File: src/rtl/spi_ram_pkg.sv
// Shared sizing constants for the SPI RAM controller and the blocks that front it.
package spi_ram_pkg;

  localparam int unsigned SPI_RAM_DATA_WIDTH      = 16;
  localparam int unsigned SPI_RAM_ADDR_BITS       = 16;
  localparam int unsigned SPI_RAM_TIMEOUT_DEFAULT = 1023;

endpackage

File: src/rtl/spi_ram_arbiter.sv
// Round-robin arbiter serializing two masters' read/write transactions onto one
// spi_ram_controller, with per-port ack/err and a watchdog on the controller's busy.
module spi_ram_arbiter
  import spi_ram_pkg::*;
#(
  parameter int unsigned DATA_WIDTH     = SPI_RAM_DATA_WIDTH,
  parameter int unsigned ADDR_BITS      = SPI_RAM_ADDR_BITS,
  parameter int unsigned TIMEOUT_CYCLES = SPI_RAM_TIMEOUT_DEFAULT
) (
  input  logic                  clk,
  input  logic                  rst,
  input  logic                  p0_req,
  input  logic                  p0_we,
  input  logic [ADDR_BITS-1:0]  p0_addr,
  input  logic [DATA_WIDTH-1:0] p0_wdata,
  output logic [DATA_WIDTH-1:0] p0_rdata,
  output logic                  p0_ack,
  output logic                  p0_err,
  input  logic                  p1_req,
  input  logic                  p1_we,
  input  logic [ADDR_BITS-1:0]  p1_addr,
  input  logic [DATA_WIDTH-1:0] p1_wdata,
  output logic [DATA_WIDTH-1:0] p1_rdata,
  output logic                  p1_ack,
  output logic                  p1_err,
  output logic                  owner,
  output logic                  active,
  output logic [ADDR_BITS-1:0]  ram_addr,
  output logic [DATA_WIDTH-1:0] ram_data_in,
  output logic                  ram_start_read,
  output logic                  ram_start_write,
  input  logic [DATA_WIDTH-1:0] ram_data_out,
  input  logic                  ram_busy
);

  localparam int unsigned CNT_W = $clog2(TIMEOUT_CYCLES + 1);

  localparam logic [1:0] ST_IDLE  = 2'd0;
  localparam logic [1:0] ST_ISSUE = 2'd1;
  localparam logic [1:0] ST_WAIT  = 2'd2;
  localparam logic [1:0] ST_DONE  = 2'd3;

  logic [1:0]            state_q, state_d;
  logic [CNT_W-1:0]      cnt_q, cnt_d;
  logic                  we_q, we_d;
  logic                  last_grant_q, last_grant_d;
  logic                  owner_q, owner_d;
  logic                  active_q, active_d;
  logic [ADDR_BITS-1:0]  ram_addr_q, ram_addr_d;
  logic [DATA_WIDTH-1:0] ram_wdata_q, ram_wdata_d;
  logic                  start_rd_q, start_rd_d;
  logic                  start_wr_q, start_wr_d;
  logic [DATA_WIDTH-1:0] p0_rdata_q, p0_rdata_d;
  logic [DATA_WIDTH-1:0] p1_rdata_q, p1_rdata_d;
  logic                  p0_ack_q, p0_ack_d, p0_err_q, p0_err_d;
  logic                  p1_ack_q, p1_ack_d, p1_err_q, p1_err_d;
  logic                  grant_c;
  logic                  timed_out_c;

  // Next-state and next-output logic; every registered output is computed here.
  always_comb begin
    state_d      = state_q;
    cnt_d        = cnt_q;
    we_d         = we_q;
    last_grant_d = last_grant_q;
    owner_d      = owner_q;
    ram_addr_d   = ram_addr_q;
    ram_wdata_d  = ram_wdata_q;
    start_rd_d   = 1'b0;
    start_wr_d   = 1'b0;
    p0_rdata_d   = p0_rdata_q;
    p1_rdata_d   = p1_rdata_q;
    p0_ack_d     = 1'b0;
    p0_err_d     = 1'b0;
    p1_ack_d     = 1'b0;
    p1_err_d     = 1'b0;
    grant_c      = (p0_req && p1_req) ? ~last_grant_q : p1_req;
    // The watchdog fires once the count has reached the limit with busy still high.
    timed_out_c  = (cnt_q == CNT_W'(TIMEOUT_CYCLES));

    case (state_q)
      ST_IDLE: begin
        if (!ram_busy && (p0_req || p1_req)) begin
          owner_d      = grant_c;
          last_grant_d = grant_c;
          we_d         = grant_c ? p1_we : p0_we;
          ram_addr_d   = grant_c ? p1_addr : p0_addr;
          ram_wdata_d  = grant_c ? p1_wdata : p0_wdata;
          start_wr_d   = grant_c ? p1_we : p0_we;
          start_rd_d   = grant_c ? !p1_we : !p0_we;
          cnt_d        = '0;
          state_d      = ST_ISSUE;
        end
      end
      ST_ISSUE: state_d = ST_WAIT;
      ST_WAIT: begin
        if (!ram_busy) begin
          if (!we_q) begin
            if (owner_q) p1_rdata_d = ram_data_out;
            else         p0_rdata_d = ram_data_out;
          end
          p0_ack_d = !owner_q;
          p1_ack_d = owner_q;
          state_d  = ST_DONE;
        end else if (timed_out_c) begin
          p0_ack_d = !owner_q;
          p1_ack_d = owner_q;
          p0_err_d = !owner_q;
          p1_err_d = owner_q;
          state_d  = ST_DONE;
        end else begin
          cnt_d = cnt_q + CNT_W'(1);
        end
      end
      ST_DONE: state_d = ST_IDLE;
      default: state_d = ST_IDLE;
    endcase

    active_d = (state_d != ST_IDLE);
  end

  always_ff @(posedge clk) begin
    if (rst) begin
      state_q      <= ST_IDLE;
      cnt_q        <= '0;
      we_q         <= 1'b0;
      last_grant_q <= 1'b1;
      owner_q      <= 1'b0;
      active_q     <= 1'b0;
      ram_addr_q   <= '0;
      ram_wdata_q  <= '0;
      start_rd_q   <= 1'b0;
      start_wr_q   <= 1'b0;
      p0_rdata_q   <= '0;
      p1_rdata_q   <= '0;
      p0_ack_q     <= 1'b0;
      p0_err_q     <= 1'b0;
      p1_ack_q     <= 1'b0;
      p1_err_q     <= 1'b0;
    end else begin
      state_q      <= state_d;
      cnt_q        <= cnt_d;
      we_q         <= we_d;
      last_grant_q <= last_grant_d;
      owner_q      <= owner_d;
      active_q     <= active_d;
      ram_addr_q   <= ram_addr_d;
      ram_wdata_q  <= ram_wdata_d;
      start_rd_q   <= start_rd_d;
      start_wr_q   <= start_wr_d;
      p0_rdata_q   <= p0_rdata_d;
      p1_rdata_q   <= p1_rdata_d;
      p0_ack_q     <= p0_ack_d;
      p0_err_q     <= p0_err_d;
      p1_ack_q     <= p1_ack_d;
      p1_err_q     <= p1_err_d;
    end
  end

  assign p0_rdata        = p0_rdata_q;
  assign p0_ack          = p0_ack_q;
  assign p0_err          = p0_err_q;
  assign p1_rdata        = p1_rdata_q;
  assign p1_ack          = p1_ack_q;
  assign p1_err          = p1_err_q;
  assign owner           = owner_q;
  assign active          = active_q;
  assign ram_addr        = ram_addr_q;
  assign ram_data_in     = ram_wdata_q;
  assign ram_start_read  = start_rd_q;
  assign ram_start_write = start_wr_q;

endmodule

File: config.mk
export PLATFORM = sky130hd
export DESIGN_NAME = spi_ram_arbiter
export DESIGN_NICKNAME = d
export VERILOG_FILES = /design/src/rtl/spi_ram_pkg.sv /design/src/rtl/spi_ram_arbiter.sv
export SDC_FILE = /design/constraint.sdc
export NUM_CORES = 1
export LEC_CHECK = 0
export ABC_AREA = 0
export BUFFER_PORTS_ARGS = -buffer_cell sky130_fd_sc_hd__buf_2
export CORE_UTILIZATION = 44
export CTS_BUF_LIST = sky130_fd_sc_hd__clkbuf_8
export DETAILED_ROUTE_END_ITERATION = 16
export HOLD_SLACK_MARGIN = 0.06
export PLACE_DENSITY = 0.83
export RECOVER_POWER = 25
export SYNTH_ARGS = -nofsm -noshare
export SYNTH_HDL_FRONTEND = slang
export SYNTH_SLANG_ARGS = --single-unit
File: constraint.sdc
create_clock -name clk -period 1.6 [get_ports clk]
set_input_delay 0.24 -clock clk [delete_from_list [all_inputs] [get_ports clk]]
set_output_delay 0.24 -clock clk [all_outputs]
set_load 0.01 [all_outputs]
== Yosys cells after proc, flatten, opt, wreduce, memory -nomap -nowiden ==
Index checks and enable logic that the tools add are counted.

* Add/sub/neg operators: 1
* Bitwise operators: 7
* Reduce and logical (&&, ||, !) cells: 17
* Equality and inequality tests: 7
* Multiplexer cells: 17

{| class="wikitable"
|+ Operators with widths
! cell !! count
|-
| $mux W16 || 2
|-
| $mux W10 || 3
|-
| $pmux W10 S2 || 1
|-
| $reduce_and A4 Y1 || 3
|-
| $add A10 B1 Y10 const B || 1
|-
| $eq A10 B10 Y1 const B || 1
|-
| $pmux W2 S4 || 1
|-
| $mux W1 || 7
|-
| $not A1 Y1 || 7
|-
| $mux W2 || 3
|-
| $ne A2 B2 Y1 const B || 3
|-
| $reduce_or A3 Y1 || 2
|-
| $eq A2 B2 Y1 const B || 2
|-
| $logic_not A1 Y1 || 4
|-
| $reduce_bool A2 Y1 || 2
|-
| $eq A2 B1 Y1 const B || 1
|-
| $logic_and A1 B1 Y1 || 2
|-
| $logic_not A2 Y1 || 1
|-
| $reduce_and A2 Y1 || 1
|-
| $reduce_or A2 Y1 || 1
|-
| $logic_or A1 B1 Y1 || 1
|}

* Output and inout bits: 72
* Logic and storage cells: 65
* Register bits after elaboration: 86

== Longest topological paths before layout ==
* Depth after elaboration: 5
* Depth in mapped cells: 8
* Mapped depth without buffers: 6

== Least setup slack after synthesis ==
Ideal clock, no wire load.

* Path type: flip-flop to flip-flop
* Start: register state_q[0]
* End: register cnt_q[9]
* Data required time: 1.480 ns
* Buffers on the path: 0
* Cell stages (with the launch flop): 7
* Setup slack: 0.036 ns
* Library setup time: 0.120 ns
* Arrival time: 1.444 ns
* Clock period less this slack: 1.564 ns
* Cells stage by stage: dfxtp_1 inv_1 ha_1 nand3b_1 a31oi_2 a211oi_2 a211o_1

* Word-level cells in the longest chain between the ends: 3

{| class="wikitable"
|+ Ends and longest elaborated chain
! what !! RTL line !! RTL
|-
| start: declaration || spi_ram_arbiter.sv:43 || <nowiki>logic [1:0] state_q, state_d;</nowiki>
|-
| start signal: assignment || spi_ram_arbiter.sv:141 || <nowiki>state_q <= state_d;</nowiki>
|-
| $eq A2 B2 Y1 or $logic_not A2 Y1 (tied branches) || spi_ram_arbiter.sv:81 || <nowiki>case (state_q)</nowiki>
|-
| $ne A2 B2 Y1 (no line) or $reduce_bool A2 Y1 (tied branches) || - ||
|-
| $reduce_and A4 Y1 (no line) || - ||
|-
| end signal: assignment || spi_ram_arbiter.sv:142 || <nowiki>cnt_q <= cnt_d;</nowiki>
|-
| end: declaration || spi_ram_arbiter.sv:44 || <nowiki>logic [CNT_W-1:0] cnt_q, cnt_d;</nowiki>
|}

Several ways; a longest one is shown, not always the timed one.
A chain may end at the register's enable or synchronous reset.

== Final worst setup path ==
* Start: register state_q[1]
* End: register cnt_q[7]

Same word-level chain as after synthesis.

==> run summary <==
Routed Wire Length: 9.95 mm
First-pass GRT wire length: 14.9 mm
Total Power Consumption: 6.59 mW
CP Data Required Time: 1.87 ns
Synth Flop Type: dfxtp_1
Hold crit path type: input port to flip-flop
Synth area leader: dfxtp_1
Startpoint types: flip-flop
Post-synthesis mux area share: 0.0948
Total iterations of the first detailed-routing run: 4
Dpl ws: -0.0417 ns
Top cell type's share of synthesized area: 0.464
Final hold vios: 0
Worst clock skew: 0.00913 ns
Largest family of logic cells by synthesized area: compound AO/OA/AOI/OAI gates
Final min period: 1.61 ns
H-tree depth: 3
Type of the worst setup path: flip-flop to flip-flop
# DRC: 0
Synth area leaders: dfxtp_1 46%, mux2i_1 9.2%, nand2_1 7.1%, a211oi_1 6.9%, nor2_1 3.9%
Largest net degree at the start of global routing: 55
CORE AREA: 8180 um^2
FFs w/ async S/R, synth: 0
Post-detailed-route count of antenna-violating nets: 0
Root Driver: clkbuf_8
Final Max Tran Viols: 0
Fmax: 0.620 GHz
CTS Sinks: 86
VDD IR max: 0.732 mV
Relative slew slack: 0.754
Port Buffer Count: 158
Total CTS buffers: 9
Crit path DAT: 1.88 ns
P&R area growth vs syn: 38.7%
Total GRT Usage: 0.217
Initial Util: 0.453
Layout cells sized above 1: 0.366
Placed cell count: 671
# hold bufs at CTS: 0
CP max FO: 7
Die Area: 8800 um^2
Fillers: 703
Die Y: 93.8 um
Final Non-Filler Cells: 692
Unique masters post-synth: 52
Hold_sp: ram_data_out[8]
Gpl congestion: 0.856
Max_cap viols: 0
Initial antenna violation count: 0
Power Density: 1280 nW/um^2
Total grt overflow: 0
I/O pin cnt: 159
Iter 0 DRT Violations: 118
Syn Nets: 500
CP startpoint: state_q[1]
Skew-Pair Late Insertion Delay: 0.35 ns
Post-synthesis compound-gate area fraction: 0.193
Post-Syn Area: 3710 um^2
Final Setup Violations: 1
Synth Area per Inst: 9.04 um^2
Post-synth EDFFs: 0
Most common cell in the netlist: dfxtp_1
Total number of vias: 3586
Synth Area in Adders: 0.0101
Reg2reg start: state_q[1]
Layout net count: 673
CP endpoint kind: flip-flop
Die Width: 93.8 um
DPL Wire Length: 7.03 mm
ANT cells: 0
Slew @ Worst Pin: 0.369 ns
Num rows: 33
Clock transition at path regs: 0.09 ns
Final hold slack: 0.128 ns
Lkg Pwr: 2.10 nW
Number of global-route vias before repair: 3270
Status: finished with violations
DR vias/cell: 5.18
Sequential-to-total area share from yosys stat: 0.464
Most frequent cells after synthesis: 86 x dfxtp_1, 70 x nand2_1, 39 x nor2_1, 34 x a211oi_1, 34 x mux2i_1
CTS tree: done
Cells after Synth: 410
Yosys warns: 0
Yosys reg bits: 86
Final Worst Setup Slack: -0.0126 ns
Failing checks: negative setup slack
Simple-gate share of the synthesized area: 0.189
Final period util: 1.01
RSZ-0062 raised after global routing: true
Routed len/inst: 14.4 um
Max clock buf depth: 2
Post-Synth XOR/XNOR Area: 0
[worst max-delay path: stages (launching register included)]
cell and delay [ns]:
dfxtp_2 0.33, buf_4 0.13, ha_4 0.17, nand3b_1 0.24, buf_6 0.15, o21a_1 0.20, mux2i_1 0.10, a31oi_1 0.20
[power by group]
group	internal [mW]	switching (mW)	total (mW)
clock	1.03	0.786	1.82
combinational	0.987	1.17	2.15
sequential	2.45	0.165	2.62
total	4.47	2.12	6.59
[worst paths after layout]
check	to	slack (ns)	cells after the start
setup / recovery	cnt_q[7]	-0.01	7
hold / removal	p0_rdata[8]	0.13	3
setup reg to reg	cnt_q[7]	-0.01	7
hold reg to reg	p0_rdata[5]	0.45	2
[cells in the final DEF, fill, tap and decap left out, types with 2 or more instances in the layout]
master and count:
nand2b_1 2, buf_6 2, inv_2 3, nor2b_1 2
o21ai_2 2, nand2_1 70, nand4_1 2, nand3b_1 2
a31o_2 2, nor4_4 2, bufinv_16 3, nor2_1 38
nand3_1 10, dfxtp_2 3, a21o_1 3, buf_4 23
a21oi_2 11, a211oi_1 31, inv_1 6, nor3_1 6
dfxtp_1 83, mux2i_1 34, ha_4 2, a21oi_1 28
buf_2 123, o211ai_1 4, clkbuf_1 35, clkbuf_8 9
a211oi_2 4, a31oi_1 2, and4_1 2, buf_12 6
[final cells by class]
cell class / count / area (um^2) / share of cell area
clock inverter: 6 / 110 / 0.0214
sequential: 86 / 1730 / 0.335
inverter: 8 / 30.0 / 0.00584
tap: 105 / 131 / 0.0255
clock buffer: 9 / 124 / 0.0241
multi-input combinational: 288 / 1940 / 0.376
timing repair buffer: 190 / 1090 / 0.211
[metal layers]
metal,global-route usage,routed length [um]
met5,0,0
met4,0.0821,225
met3,0.0534,555
met2,0.380,4940
met1,0.253,4230
[cell families (layout without fill, tap and decap cells)]
kind of cell / Yosys count / count (layout)
mux: 35 / 35
flops: 86 / 86
fa+ha+maj: 3 / 3
buf+inv: 36 / 213
compound gates: 101 / 101
simple gates: 149 / 149
[state kept, by name, summed over array words and instances (netlist names)]
name and cells:
ram_data_in 16, last_grant_q 1, we_q 1, p1_rdata 16
owner 1, p0_ack 1, ram_start_read 1, p1_ack 1
cnt_q 10, p1_err 1, p0_err 1, active 1
state_q 2, ram_start_write 1, p0_rdata 16, ram_addr 16
[repair_timing]
action | 4_1_cts | 5_1_grt
pin swaps | 0 | 8
buffers inserted | 0 | 5
setup endpoints to repair | 27 | 43
resized for setup | 3 | 28
cloned | 0 | 1
[stage by stage]
stage                     setup TNS [ns]   util  cell area (um^2)
after floorplan                        0      -              3710
after global placement                 0  0.583              4770
after detailed placement          -0.165  0.583              4770
after CTS                              0  0.613              5010
after global routing              -0.256  0.629              5140
final                            -0.0126  0.629              5140
Power figures use the tool's default switching activity.
